[config.mk]
export PLATFORM = sky130hd
export DESIGN_NAME = score_board
export DESIGN_NICKNAME = d
export VERILOG_FILES = /design/src/rtl/score_pkg.sv /design/src/rtl/score_board_seg7_scan.sv /design/src/rtl/score_board.sv
export SDC_FILE = /design/constraint.sdc
export NUM_CORES = 1
export LEC_CHECK = 0
export CORE_MARGIN = 2
export CORE_UTILIZATION = 40
export DETAILED_ROUTE_END_ITERATION = 7
export GPL_ROUTABILITY_DRIVEN = 0
export PLACE_DENSITY = 0.62
export SLEW_MARGIN = 5
export SYNTH_ARGS = -nofsm -noshare
export SYNTH_HDL_FRONTEND = slang
export SYNTH_SLANG_ARGS = --single-unit
[constraint.sdc]
create_clock -name clk -period 4.4 [get_ports clk]
set_input_delay 0.88 -clock clk [delete_from_list [all_inputs] [get_ports clk]]
set_output_delay 0.88 -clock clk [all_outputs]
set_load 0.02 [all_outputs]
[src/rtl/score_pkg.sv]
// Shared types and helpers for the score board: FSM state, two-digit BCD score, 7-segment decode.
package score_pkg;

  typedef enum logic {PLAY, GAME_OVER} sb_state_t;

  typedef struct packed {
    logic [3:0] tens;
    logic [3:0] ones;
  } bcd2_t;

  localparam logic [6:0] SEG_BLANK = 7'h7F;

  // Active-low {g,f,e,d,c,b,a}; non-decimal codes show nothing.
  function automatic logic [6:0] seg_decode(input logic [3:0] d);
    logic [6:0] s;
    case (d)
      4'd0:    s = 7'b1000000;
      4'd1:    s = 7'b1111001;
      4'd2:    s = 7'b0100100;
      4'd3:    s = 7'b0110000;
      4'd4:    s = 7'b0011001;
      4'd5:    s = 7'b0010010;
      4'd6:    s = 7'b0000010;
      4'd7:    s = 7'b1111000;
      4'd8:    s = 7'b0000000;
      4'd9:    s = 7'b0010000;
      default: s = SEG_BLANK;
    endcase
    return s;
  endfunction

  function automatic bcd2_t bcd_inc(input bcd2_t v);
    bcd2_t r;
    if (v.ones == 4'd9) begin
      r.ones = 4'd0;
      r.tens = v.tens + 4'd1;
    end else begin
      r.ones = v.ones + 4'd1;
      r.tens = v.tens;
    end
    return r;
  endfunction

endpackage

[src/rtl/score_board_seg7_scan.sv]
// Multiplexed 4-digit 7-segment driver: refresh divider, digit index and registered seg/an/dp.
module seg7_scan
  import score_pkg::*;
#(
  parameter int unsigned REFRESH_DIV = 100000
) (
  input  logic            clk,
  input  logic            reset,
  input  logic [3:0][3:0] digits,
  input  logic [3:0]      blank,
  output logic [6:0]      seg,
  output logic [3:0]      an,
  output logic            dp
);

  localparam int unsigned DivW = (REFRESH_DIV > 1) ? $clog2(REFRESH_DIV) : 1;
  localparam logic [DivW-1:0] DivLast = DivW'(REFRESH_DIV - 1);

  logic [DivW-1:0] div_q, div_d;
  logic [1:0]      idx_q, idx_d;
  logic [6:0]      seg_q, seg_d;
  logic [3:0]      an_q, an_d;
  logic            dp_q, dp_d;
  logic            tick;

  // Outputs load on the tick for the current index; index 0 is the leftmost digit.
  always_comb begin
    tick  = (div_q == DivLast);
    div_d = tick ? '0 : div_q + DivW'(1);
    idx_d = idx_q;
    seg_d = seg_q;
    an_d  = an_q;
    dp_d  = dp_q;
    if (tick) begin
      idx_d = idx_q + 2'd1;
      an_d  = ~(4'b1000 >> idx_q);
      seg_d = blank[idx_q] ? SEG_BLANK : seg_decode(digits[idx_q]);
      dp_d  = (idx_q != 2'd1);
    end
  end

  always_ff @(posedge clk) begin
    if (reset) begin
      div_q <= '0;
      idx_q <= 2'd0;
      seg_q <= SEG_BLANK;
      an_q  <= 4'hF;
      dp_q  <= 1'b1;
    end else begin
      div_q <= div_d;
      idx_q <= idx_d;
      seg_q <= seg_d;
      an_q  <= an_d;
      dp_q  <= dp_d;
    end
  end

  assign seg = seg_q;
  assign an  = an_q;
  assign dp  = dp_q;

endmodule

[src/rtl/score_board.sv]
// Two-player BCD score keeper with match-win detection driving a 4-digit display.
// Optional SCORE_BLINK_EN: winner's digits blink while the match is over.
module score_board
  import score_pkg::*;
#(
  parameter int unsigned WIN_SCORE   = 10,
  parameter int unsigned REFRESH_DIV = 100000
`ifdef SCORE_BLINK_EN
  ,
  parameter int unsigned BLINK_LOG2  = 24
`endif
) (
  input  logic       clk,
  input  logic       reset,
  input  logic       score1,
  input  logic       score2,
  input  logic       clear,
  output logic [6:0] seg,
  output logic [3:0] an,
  output logic       dp,
  output logic       game_over,
  output logic       winner
);

  localparam bcd2_t WinBcd = '{tens: 4'(WIN_SCORE / 10), ones: 4'(WIN_SCORE % 10)};

  logic      s1_q, s2_q, clr_q;
  logic      ev1, ev2, ev_clr;
  bcd2_t     p1_q, p1_d, p2_q, p2_d;
  sb_state_t state_q, state_d;
  logic      winner_q, winner_d;
  logic      blink_off;
  logic [3:0][3:0] scan_digits;
  logic [3:0]      scan_blank;

  always_comb begin
    ev1      = score1 & ~s1_q;
    ev2      = score2 & ~s2_q;
    ev_clr   = clear & ~clr_q;
    p1_d     = p1_q;
    p2_d     = p2_q;
    state_d  = state_q;
    winner_d = winner_q;
    if (ev_clr) begin
      p1_d     = '0;
      p2_d     = '0;
      state_d  = PLAY;
      winner_d = 1'b0;
    end else if (state_q == PLAY) begin
      if (ev1) p1_d = bcd_inc(p1_q);
      if (ev2) p2_d = bcd_inc(p2_q);
      // Player 1 takes precedence when both reach the target together.
      if (ev1 && (p1_d == WinBcd)) begin
        state_d  = GAME_OVER;
        winner_d = 1'b0;
      end else if (ev2 && (p2_d == WinBcd)) begin
        state_d  = GAME_OVER;
        winner_d = 1'b1;
      end
    end
  end

  always_ff @(posedge clk) begin
    if (reset) begin
      s1_q     <= 1'b0;
      s2_q     <= 1'b0;
      clr_q    <= 1'b0;
      p1_q     <= '0;
      p2_q     <= '0;
      state_q  <= PLAY;
      winner_q <= 1'b0;
    end else begin
      s1_q     <= score1;
      s2_q     <= score2;
      clr_q    <= clear;
      p1_q     <= p1_d;
      p2_q     <= p2_d;
      state_q  <= state_d;
      winner_q <= winner_d;
    end
  end

`ifdef SCORE_BLINK_EN
  logic [BLINK_LOG2:0] blink_q, blink_d;

  always_comb begin
    blink_d = blink_q;
    if (ev_clr)                  blink_d = '0;
    else if (state_q == GAME_OVER) blink_d = blink_q + 1'b1;
  end

  always_ff @(posedge clk) begin
    if (reset) blink_q <= '0;
    else       blink_q <= blink_d;
  end

  // First half-period after the win is the blanked phase.
  assign blink_off = (state_q == GAME_OVER) && !blink_q[BLINK_LOG2];
`else
  assign blink_off = 1'b0;
`endif

  always_comb begin
    scan_digits[0] = p1_q.tens;
    scan_digits[1] = p1_q.ones;
    scan_digits[2] = p2_q.tens;
    scan_digits[3] = p2_q.ones;
    scan_blank[0]  = (p1_q.tens == 4'd0) || (blink_off && !winner_q);
    scan_blank[1]  = blink_off && !winner_q;
    scan_blank[2]  = (p2_q.tens == 4'd0) || (blink_off && winner_q);
    scan_blank[3]  = blink_off && winner_q;
  end

  seg7_scan #(
    .REFRESH_DIV(REFRESH_DIV)
  ) u_scan (
    .clk   (clk),
    .reset (reset),
    .digits(scan_digits),
    .blank (scan_blank),
    .seg   (seg),
    .an    (an),
    .dp    (dp)
  );

  assign game_over = (state_q == GAME_OVER);
  assign winner    = winner_q;

endmodule
; After elaboration in Yosys (flattened, before gate mapping)
; Memories as Yosys holds them, arrays and structs flattened.
; Cells that the tools add are included.
[classes]
add_sub_neg = 6
order_cmp = 1
n_eq_ne = 6
shift = 1
muxes = 18
bitwise = 8
n_reduce_logical = 8
[ops]
columns = op, count
row1 = 8-bit two-way mux, 8
row2 = "17-bit by 1-bit adder with 17-bit output, second input constant", 1
row3 = "17-bit == test, second input constant", 1
row4 = "4-bit by 1-bit adder with 4-bit output, second input constant", 4
row5 = "8-bit by 5-bit == test with 1-bit output, second input constant", 2
row6 = 4-bit binary-select mux with 2-bit select, 1
row7 = "4-bit == test, second input constant", 2
row8 = 4-bit logical NOT, 2
row9 = 7-bit two-way mux, 1
row10 = 1-bit two-way mux, 6
row11 = 4-bit two-way mux, 1
row12 = 1-bit NOT, 4
row13 = 4-bit NOT, 1
row14 = 2-bit OR reduction, 2
row15 = "4-bit by 2-bit right shift with 4-bit output, first input constant", 1
row16 = 1-bit AND, 3
row17 = "2-bit by 3-bit < comparator with 1-bit output, second input constant", 1
row18 = "2-bit by 1-bit adder with 2-bit output, second input constant", 1
row19 = 1-bit binary-select mux with 2-bit select, 1
row20 = 1-bit logical AND, 2
row21 = "2-bit by 1-bit != test with 1-bit output, second input constant", 1
row22 = 2-bit AND reduction, 1
row23 = 2-bit nonzero test, 1
[totals]
regBits = 52
rom_bits = 112
input_bits = 5
elab_cells = 63
n_memories = 1
[memory_table]
columns = memory, words, width, rd, rd_clocked_by_memory_dff, wr, line_no
row1 = (name not given), 16, 7, 1, 0, 0, score_pkg.sv:16  ; case (d)

; Depth between registers and ports, before layout
; Gate-level depths: netlist of run 1.
[logic_depth]
depth_word = 10
ltp_mapped = 9

; Modules after synthesis
; From an unflattened synthesis of run 1, not the netlist that was laid out.
[unflattened]
cells_unflattened = 293
area_unflattened_um2 = 2733.9
[modules_own_cells]
columns = mod, instances, cells_each, area_each_um2, seq_area_each_um2
row1 = seg7_scan, 1, 156, 1547.7, 600.6
row2 = score_board, 1, 137, 1186.1, 420.4

; Worst setup path before layout of run 1
; OpenSTA, ideal clock, no wires.
[synth_timing]
path_kind = input port to flip-flop
startpoint = input port score2
endpoint = register winner_q (netlist: winner)
arrival_time_ns = 2.034
t_required_ns = 4.314
path_slack_ns = 2.280
cell_stages = 5
path_buffers = 0
path_cell_list = nand3b_2 nor4_2 nor3b_1 or4_1 a221oi_2
[synth_between]
elab_chain_len = 8
[synth_lines]
columns = item, line_no
row1 = start: declaration, score_board.sv:16  ; input logic score2,
row2 = 1-bit AND (*), score_board.sv:38  ; ev2 = score2 & ~s2_q;
row3 = 8-bit two-way mux, score_board.sv:51  ; if (ev2) p2_d = bcd_inc(p2_q);
row4 = 8-bit two-way mux, score_board.sv:49  ; end else if (state_q == PLAY) begin
row5 = 8-bit two-way mux, score_board.sv:44  ; if (ev_clr) begin
row6 = 8-bit by 5-bit == test with 1-bit output, score_board.sv:56  ; end else if (ev2 && (p2_d == WinBcd)) begin
row7 = 1-bit logical AND (*), score_board.sv:56
row8 = 2-bit nonzero test (no line) (*), -
row9 = 2-bit AND reduction (no line) (*), -
row10 = end signal: assignment, score_board.sv:79  ; winner_q <= winner_d;
row11 = end: declaration, score_board.sv:31  ; logic winner_q, winner_d;
; Every way passes the cells marked *; elsewhere a longest branch is shown, timed or not. The select of a mux whose other input is x is not followed.
; A chain may end at the register's enable or synchronous reset.

; Worst setup path after layout of run 1
[layout_timing]
startpoint = register state_q (netlist: game_over)
endpoint = output port game_over
[layout_lines]
columns = item, line_no
row1 = start: declaration, score_board.sv:30  ; sb_state_t state_q, state_d;
row2 = start signal: assignment, score_board.sv:78  ; state_q <= state_d;
row3 = end: declaration, score_board.sv:21  ; output logic game_over,
; No word-level cell between the ends.

==> results of run 1 <==
==> cells in the mapped netlist (2+ instances only) <==
master    number
dfxtp_1       51
nor2_1        46
nand2_1       18
xor2_1        15
a21oi_1       14
ha_1          14
inv_1         14
xnor2_1       13
nor3_1        10
nand4_1        7
clkbuf_1       6
nand2b_1       6
nand3_1        6
nor2b_1        6
nor3b_1        5
o21ai_0        5
o22a_1         5
buf_2          4
mux4_2         4
a31oi_1        3
and3_1         3
mux2i_1        3
nor4_1         3
o21ai_1        3
buf_1          2
buf_6          2
nand3b_1       2
nor4_2         2
nor4bb_1       2
or2_0          2
or2_1          2
==> where the power goes <==
group	total, uW	leakage (uW)	internal [uW]	switching, uW
logic	27.7	0.000544	11.5	16.1
clock network	340	0.0000587	173	167
registers	472	0.000413	467	5.50
==> final cells by class <==
cell class                 count  area, um^2  area share (%)
clock inverter                 3        47.5            1.62
multi-input combinational    214        1460            49.9
timing repair buffer          18         180            6.16
inverter                      14        52.6            1.80
tap                           77        96.3            3.29
clock buffer                   5        68.8            2.35
sequential                    51        1020            34.9
==> flip-flops by register name, indices dropped and copies added, names as in the netlist, 2 cells and up <==
signal / cells
p1_q: 8
u_scan.an: 4
p2_q: 8
u_scan.idx_q: 2
u_scan.div_q: 17
u_scan.seg: 7
==> worst paths after layout <==
kind / from / to / slack [ns] / cells after the start
max: game_over / game_over / 1.97 / 1
min: u_scan.div_q[0] / u_scan.div_q[0] / 0.48 / 1
max reg2reg: u_scan.div_q[0] / u_scan.seg[1] / 2.18 / 6
min reg2reg: u_scan.div_q[0] / u_scan.div_q[0] / 0.48 / 1
==> logic make-up (layout without fill, tap and decap cells) <==
| kind of cell | count (synthesis) | after routing | synth area share, % |
|---|---|---|---|
| simple gates | 131 | 131 | 27.0 |
| mux | 7 | 7 | 4.60 |
| buf+inv | 29 | 40 | 5.07 |
| xor+xnor | 28 | 28 | 9.38 |
| flops | 51 | 51 | 39.1 |
| compound gates | 34 | 34 | 8.19 |
| fa+ha+maj | 14 | 14 | 6.70 |
==> routing by layer <==
layer,global-route usage (%),vias up,wire [um]
met4,4.91,0,65
met5,0,-,0
li1,-,1022,-
met2,21.3,28,2180
met1,19.8,894,2410
met3,3.40,6,174
==> metrics by stage <==
stage          cells  worst slack [ns]
6_report         382              1.97
4_1_cts          382              1.95
3_3_place_gp     374              1.67
3_5_place_dp     374              1.63
5_1_grt          382              1.79
2_1_floorplan    294              2.28
==> summary.txt, run 1 <==
Run status
  – Status: completed

Placed design
  – Instance area at placement: 2810 um^2
  – # port buffers: 18
  – DP Wirelength: 3.50 mm

STA
  – Relative slew slack: 34.9%
  – Max Transition Viols Final: 0
  – Final clock skew: 0.00722 ns
  – Fin Hold WS: 0.478 ns
  – Min Tclk post-route: 2.43 ns
  – RSZ-0062 raised after global routing: no
  – Setup violators final: 0
  – FMAX: 411 MHz
  – Final period util: 55.3%
  – Setup TNS: 0 ns
  – Worst Tran Pin Value: 0.977 ns
  – Final Hold Vio Count: 0

Finish
  – Nets: 323
  – Syn-to-layout area delta: 12.0%
  – Commonest non-fill, non-tap cell in the layout: dfxtp_1
  – # fillers: 634
  – Share of cells above drive strength 1: 6.23%
  – Final Cell Area: 2930 um^2
  – Final core utilization: 46.1%
  – Inserted Diodes: 0
  – Most frequent cells in the layout: 51 x dfxtp_1, 46 x nor2_1, 18 x nand2_1, 18 x clkdlybuf4s50_1, 15 x xor2_1

Routing
  – DRT Pass-1 Iters: 4
  – DRC Markers: 0
  – Final WL: 4.82 mm
  – WL per Instance: 12.6 um
  – Vias per cell: 5.10
  – Post-DRT Antenna Nets: 0
  – Via count: 1950
  – Initial DRC Count: 75

Power
  – Worst VDD drop: 151 uV
  – P per Cell Area: 287 nW/um^2
  – Leakage: 0.00102 uW
  – Post-layout power: 840 uW

Critical path
  – Endpoint kind of the worst setup timing path: output pin
  – Crit path required time: 3.52 ns
  – CP Buf/Inv Count: 1
  – Crit path launch type: register
  – Critical path type: reg2out
  – CP Cell Sequence: clkdlybuf4s50_1
  – Worst Path Max Fanout: 9
  – Slowest stage cell, crit path: clkdlybuf4s50_1
  – Slowest cell delay on critical path: 0.68 ns
  – Critical path arrival: 1.55 ns
  – Delay-heaviest family, CP: buffers and inverters

Synthesis
  – Post-Synthesis Cells: 294
  – Yosys warning total: 0
  – Most used DFF post-synth: dfxtp_1
  – Top-area cell type share of the netlist area: 39.1%
  – Syn nets: 313
  – Yosys top cell by area: dfxtp_1
  – Seq cells post-synth: 51
  – Top cells by area, synth: dfxtp_1 39%, ha_1 6.7%, nor2_1 6.6%, xor2_1 5.0%, xnor2_1 4.4%
  – Ys async rst share: 0%
  – Synthesized area: 2610 um^2
  – Library cells used by synthesis: 47
  – Seq/Total Area, Yosys: 39.1%
  – Syn_area_per_cell: 8.89 um^2
  – Number of synthesized flops with an enable pin: 0

Global routing
  – Initial antenna violation count: 0
  – GRT overflow: 0
  – Largest net degree at the start of global routing: 28
  – First-pass GRT wire length: 8.30 mm
  – Total Routing Usage GR: 14.1%
  – Vias in the first global route: 1834

Die
  – Row cnt: 29
  – Chip Width: 84.8 um
  – Core footprint: 6350 um^2
  – Die height: 84.8 um
  – Initial Util: 41.2%
  – Die ar.: 7200 um^2
  – Num ports: 19

Clock tree
  – Worst-skew pair later-pin latency: 0.31 ns
  – Longest Clk Path Bufs: 2
  – Num CTS Buffers: 5
  – H-tree depth: 2
  – Post-CTS Hold Buffers: 0
  – Post_cts resized: 0
  – CTS tree: yes
  – Clock slew at reported path FFs: 0.10 ns
  – Clock Sinks: 51
  – Root Buffer: clkbuf_8
  – Setup bufs post-CTS: 0

Worst hold path
  – Hold WC Path Type: reg2reg

Job
  – Max Cap Violations: 0
Power figures use the tool's default switching activity.
==> run 2, diff against run 1 <==
==> constraint.sdc (replaced) <==
create_clock -name clk -period 2.3 [get_ports clk]
set_input_delay 0.46 -clock clk [delete_from_list [all_inputs] [get_ports clk]]
set_output_delay 0.46 -clock clk [all_outputs]
set_load 0.02 [all_outputs]
==> run 2 against run 1 <==
  * Sequential cell count unchanged
  * Global-route usage about the same
  * Core utilization up 0.69 points
  * Die area unchanged
  * Clock power up 63%
  * Worst setup slack worse by 1.7 ns
  * Wire length down 3.7%
  * Count of clock-buffer cells in the layout up 1
  * Non-clock buffer count up 8
  * Sequential share of layout area down 0.47 points
  * Combinational power up 110%
==> summary.txt, run 2 (synthesized netlist as in run 1, its figures left out) <==
Run status
  – Status: completed

STA
  – Relative slew slack: 66.3% (+31 points)
  – Fin Hold WS: 0.471 ns (-0.00676 ns)
  – Setup violators final: 0 (unchanged)
  – Max Transition Viols Final: 0 (unchanged)
  – Worst Tran Pin Value: 0.501 ns (-0.476 ns)
  – RSZ-0062 raised after global routing: no
  – FMAX: 486 MHz
  – Final Hold Vio Count: 0 (unchanged)
  – Min Tclk post-route: 2.06 ns
  – Final period util: 89.4%
  – Final clock skew: 0.00719 ns (-0.0000321 ns)
  – Setup ws final: 0.243 ns (-1.72 ns)

Clock tree
  – Num CTS Buffers: 5 (unchanged)
  – H-tree depth: 2 (unchanged)
  – Longest Clk Path Bufs: 2 (unchanged)
  – Root Buffer: clkbuf_8
  – Clock slew at reported path FFs: 0.10 ns (about the same)
  – CTS tree: yes
  – Setup bufs post-CTS: 0 (unchanged)
  – Clock Sinks: 51 (unchanged)
  – Worst-skew pair later-pin latency: 0.31 ns (about the same)

Die
  – Chip Width: 84.8 um (unchanged)
  – Die height: 84.8 um (unchanged)
  – Core footprint: 6350 um^2 (unchanged)
  – Initial Util: 41.2% (unchanged)
  – Num ports: 19 (unchanged)
  – Row cnt: 29 (unchanged)
  – Die ar.: 7200 um^2 (unchanged)

Power
  – P per Cell Area: 510 nW/um^2 (+78%)
  – Logic pwr share: 3.8% (+0.5 points)
  – P_int: 1170 uW (+79%)
  – Register share of total power: 59.6% (+3.4 points)
  – Sw power: 350 uW (+85%)
  – Sw frac: 23.1% (+0.60 points)
  – Clock Power Share: 36.6% (-3.9 points)
  – Worst VDD drop: 337 uV (+120%)
  – Leakage: 0.00104 uW (+2.8%)

Critical path
  – Slowest stage cell, crit path: or4_1
  – Crit path required time: 2.53 ns (-0.99 ns)
  – Worst Path Max Fanout: 7 (-2)
  – Critical path arrival: 2.28 ns (+0.73 ns)
  – Critical path type: reg2reg
  – Delay-heaviest family, CP: simple AND/OR/NAND/NOR gates
  – CP Cell Sequence: ha_1 -> nand4bb_1 -> nor4_2 -> nor3b_1 -> or4_1 -> a221oi_2
  – Crit. path cell count: 6 (+5)
  – Slowest cell delay on critical path: 0.54 ns (-0.14 ns)
  – RR Startpoint: p2_q[5]
  – CP startpoint: p2_q[5]
  – R2R Setup Slk: 0.24 ns (-1.94 ns)
  – Crit path launch type: register
  – CP Buf/Inv Count: 0 (-1)
  – Endpoint kind of the worst setup timing path: register
  – Worst R2R Path Depth: 6 (unchanged)

Placed design
  – # port buffers: 18 (unchanged)
  – DP Wirelength: 3.44 mm (-1.5%)
  – Setup WS pre-CTS: -0.0475 ns (-1.68 ns)

Routing
  – Final WL: 4.64 mm (-3.7%)
  – Initial DRC Count: 91 (+21%)
  – DRT Pass-1 Iters: 4 (unchanged)
  – DRC Markers: 0 (unchanged)
  – WL per Instance: 11.9 um (-5.7%)
  – Vias per cell: 4.99 (-2.3%)
  – Via count: 1945 (-0.26%)
  – Post-DRT Antenna Nets: 0 (unchanged)

Finish
  – Inserted Diodes: 0 (unchanged)
  – # fillers: 643 (+1.4%)
  – Share of cells above drive strength 1: 8.95% (+2.7 points)
  – Commonest non-fill, non-tap cell in the layout: dfxtp_1
  – Nets: 331 (+2.5%)
  – Area of the multi-input gates: 1460 um^2 (unchanged)
  – Final core utilization: 46.8% (+0.69 points)
  – Syn-to-layout area delta: 13.6%
  – Max reg flops: 17 (unchanged)
  – Most frequent cells in the layout: 50 x dfxtp_1, 46 x nor2_1, 18 x nand2_1, 18 x clkdlybuf4s50_1, 15 x xor2_1
  – Largest registers: u_scan.div_q (17), p1_q (8), p2_q (8)
  – Sequential cell area: 1020 um^2 (+0.12%)
  – Biggest register: u_scan.div_q

Global routing
  – Vias in the first global route: 1813 (-1.1%)
  – Initial antenna violation count: 0 (unchanged)
  – Total Routing Usage GR: 14.1% (about the same)
  – First-pass GRT wire length: 8.32 mm (+0.25%)
  – GRT overflow: 0 (unchanged)
  – Largest net degree at the start of global routing: 28 (unchanged)

Worst hold path
  – Hold path depth: 1 (unchanged)
  – Hold WC Path Type: reg2reg
  – Hold_sp: u_scan.div_q[0]

Job
  – Max Cap Violations: 0 (unchanged)
-- run 2: cell types whose count changed in the layout (fill, tap and decap cells not counted), sizes merged --
cell	delta
bufinv	-1
inv	-1
clkinvlp	+1
clkbuf	+1
buf	+8
-- run 2: worst paths after layout --
kind | endpoint
min reg2reg | u_scan.div_q[0]
min | u_scan.div_q[0]
max | winner
max reg2reg | winner
-- run 2: final cells by class --
class / instances / area share, %
Clock buffer: 6 / 2.78
Clock inverter: 2 / 0.548
Inverter: 14 / 1.77
Multi-Input combinational cell: 214 / 49.2
Sequential cell: 51 / 34.4
Tap cell: 77 / 3.24
Timing Repair Buffer: 26 / 8.09
-- run 2: per-layer routing --
layer | share of wire [%] | track usage (%) | routed length [um]
met2 | 43 | 21.9 | 1990
met1 | 53 | 19.7 | 2450
met3 | 3.1 | 3.21 | 143
met4 | 1.3 | 4.33 | 59
met5 | 0 | 0 | 0
-- run 2: what timing repair did --
action,in CTS,in global routing
setup endpoints to repair,0,1
gates resized for setup,0,1
hold buffers,0,0
-- run 2: worst reg2reg max path, delay by kind of cell, from the launching register on --
kind                     cells  cell delay [ns]
AND/OR/NAND/NOR              4             1.06
flip-flops                   1             0.47
adder cells (fa/ha/maj)      1             0.23
AO/OA/AOI/OAI                1             0.21
-- run 2: stage by stage --
stage,total power [uW],instance area (um^2),instances,setup TNS [ns]
after floorplan,962,2610,294,0
after global placement,982,2870,382,0
after detailed placement,982,2870,382,-0.0475
after CTS,1540,2970,390,0
after global routing,1580,2970,390,0
final,1520,2970,390,0
-- run 2: power groups by stage --
stage | Sequential [uW] | Clock, uW | Combinational [uW]
CTS | 903 | 576 | 58.7
detailed placement | 924 | 0 | 58.4
floorplan | 920 | 0 | 41.9
global route | 905 | 608 | 66.9
finish | 903 | 554 | 58.0
global placement | 924 | 0 | 58.2
==> run 3, diff against run 2 <==
--- a/config.mk
+++ b/config.mk
@@ -5,11 +5,11 @@
 export SDC_FILE = /design/constraint.sdc
 export NUM_CORES = 1
 export LEC_CHECK = 0
-export CORE_MARGIN = 2
 export CORE_UTILIZATION = 40
 export DETAILED_ROUTE_END_ITERATION = 7
 export GPL_ROUTABILITY_DRIVEN = 0
 export PLACE_DENSITY = 0.62
+export SKIP_CTS_REPAIR_TIMING = 1
 export SLEW_MARGIN = 5
 export SYNTH_ARGS = -nofsm -noshare
 export SYNTH_HDL_FRONTEND = slang
==> constraint.sdc (replaced) <==
create_clock -name clk -period 2.4 [get_ports clk]
set_input_delay 0.48 -clock clk [delete_from_list [all_inputs] [get_ports clk]]
set_output_delay 0.48 -clock clk [all_outputs]
set_load 0.02 [all_outputs]
==> run 3 against run 2 <==
  * Final area shrank 1.1%
  * Critical path depth did not move
  * Sequential cell count unchanged
  * Sequential power is 4.1% lower
  * Cell count decreased by 1.0%
  * Clock power decreased by 5.8%
  * Worst hold slack improved by 0.0047 ns
  * Register-to-register slack improved by 0.096 ns
  * Clock skew is 0.0011 ns higher
  * Core utilization down 0.23 points
  * Non-clock buffer count shrank 4
  * Combinational power decreased by 6.0%
==> summary.txt, run 3 (synthesized netlist as in run 1, its figures left out) <==
STA
  – RSZ-0062 raised after global routing: no
  – FMAX: 485 MHz (-0.17%)
  – Setup TNS: 0 ns (unchanged)
  – Relative slew slack: 66.2% (-0.14 points)
  – Final Hold Vio Count: 0 (unchanged)
  – Max Transition Viols Final: 0 (unchanged)
  – Final clock skew: 0.00826 ns (+0.00107 ns)
  – Setup violators final: 0 (unchanged)
  – Worst Tran Pin Value: 0.503 ns (+0.00208 ns)
  – Min Tclk post-route: 2.06 ns (+0.00357 ns)
  – Final period util: 85.8% (-3.6 points)

Finish
  – Commonest non-fill, non-tap cell in the layout: dfxtp_1
  – Biggest register: u_scan.div_q
  – Final Non-Filler Cells: 386 (-1.0%)
  – Share of cells above drive strength 1: 7.44% (-1.5 points)
  – Inserted Diodes: 0 (unchanged)
  – Final core utilization: 46.6% (-0.23 points)
  – Most frequent cells in the layout: 51 x dfxtp_1, 46 x nor2_1, 18 x nand2_1, 18 x clkdlybuf4s50_1, 15 x xor2_1
  – Largest registers: u_scan.div_q (17), p1_q (8), p2_q (8)
  – Syn-to-layout area delta: 12.4%
  – Nets: 327 (-1.2%)
  – Max reg flops: 17 (unchanged)

Clock tree
  – Worst-skew pair later-pin latency: 0.30 ns (about the same)
  – Clock slew at reported path FFs: 0.09 ns (about the same)
  – Clock Sinks: 51 (unchanged)
  – CTS tree: yes
  – Root Buffer: clkbuf_8
  – Num CTS Buffers: 5 (unchanged)
  – H-tree depth: 2 (unchanged)
  – Longest Clk Path Bufs: 2 (unchanged)

Die
  – Row cnt: 29 (unchanged)
  – Chip Width: 82.8 um (-2.4%)
  – Num ports: 19 (unchanged)
  – Die height: 82.8 um (-2.4%)
  – Initial Util: 41.4% (+0.24 points)
  – Die ar.: 6860 um^2 (-4.7%)
  – Core footprint: 6310 um^2 (-0.57%)

Placed design
  – # port buffers: 18 (unchanged)
  – DP Wirelength: 3.42 mm (-0.70%)
  – Cells after DPL: 378 (-1.0%)

Global routing
  – GRT overflow: 0 (unchanged)
  – Vias in the first global route: 1761 (-2.9%)
  – Largest net degree at the start of global routing: 28 (unchanged)
  – Total Routing Usage GR: 14.1% (+0.027 points)
  – Initial antenna violation count: 0 (unchanged)
  – First-pass GRT wire length: 8.14 mm (-2.2%)

Critical path
  – Critical path type: reg2reg
  – Slowest cell delay on critical path: 0.52 ns (-0.02 ns)
  – Delay-heaviest family, CP: simple AND/OR/NAND/NOR gates
  – CP Cell Sequence: ha_1 -> nand4bb_1 -> nor4_2 -> nor3b_1 -> or4_1 -> a221oi_2
  – Crit path required time: 2.62 ns (+0.09 ns)
  – Worst Path Max Fanout: 9 (+2)
  – Slowest stage cell, crit path: or4_1
  – CP Buf/Inv Count: 0 (unchanged)
  – Crit path launch type: register
  – Critical path arrival: 2.28 ns (about the same)
  – Endpoint kind of the worst setup timing path: register

Routing
  – Vias per cell: 5.06 (+1.5%)
  – DRC Markers: 0 (unchanged)
  – Initial DRC Count: 76 (-16%)
  – Via count: 1953 (+0.41%)
  – Post-DRT Antenna Nets: 0 (unchanged)
  – Final WL: 4.55 mm (-2.0%)
  – DRT Pass-1 Iters: 4 (unchanged)
  – WL per Instance: 11.8 um (-0.97%)

Job
  – Max Cap Violations: 0 (unchanged)

Power
  – Leakage: 0.00102 uW (-2.0%)
  – Post-layout power: 1440 uW (-4.8%)
  – Worst VDD drop: 366 uV (+8.6%)
  – P per Cell Area: 491 nW/um^2 (-3.8%)

Run status
  – Status: completed

Worst hold path
  – Hold WC Path Type: reg2reg
-- run 3: cell count changes in the layout (fill, tap and decap cells not counted), sizes merged --
cell	delta
buf	-4
-- run 3: path summary, 6_finish.rpt --
path,depth (start not counted),end,startpoint,slack [ns]
max,6,winner,p2_q[4],0.34
min,2,winner,winner,0.48
max reg2reg,6,winner,p2_q[4],0.34
min reg2reg,2,winner,winner,0.48
-- run 3: layout make-up --
type | count | area (um^2)
fillers | 649 | 3370
repair buffers | 22 | 210
clock inverters | 2 | 16.3
inverters | 14 | 52.6
clock buffers | 6 | 82.6
multi-input cells | 214 | 1460
well taps | 77 | 96.3
flip-flops and latches | 51 | 1020
-- run 3: layer usage --
metal	part of all wire (%)	wire length, um	track usage, %
met1	54	2450	19.1
met5	0	0	0
met4	0.66	30	4.08
met2	43	1970	22.7
met3	2.2	100	3.18
-- run 3: metrics by stage --
stage                     worst slack, ns  hold slack (ns)  instance area, um^2
after floorplan                     0.556            0.430                 2610
after global placement             0.0813            0.444                 2840
after detailed placement           0.0288            0.473                 2840
after CTS                           0.308            0.487                 2940
after global routing                0.183            0.511                 2940
final                               0.340            0.476                 2940
-- run 3: worst reg2reg max path: stages (launching register included) --
cell and delay [ns]:
dfxtp_1 0.51, ha_1 0.23, nand4bb_1 0.16, nor4_2 0.25
nor3b_1 0.09, or4_1 0.52, a221oi_2 0.21
-- run 3: power breakdown --
group          total, uW  internal, uW  switching (uW)
combinational       54.5          24.5            30.0
sequential           866           856            10.6
clock                522           236             286
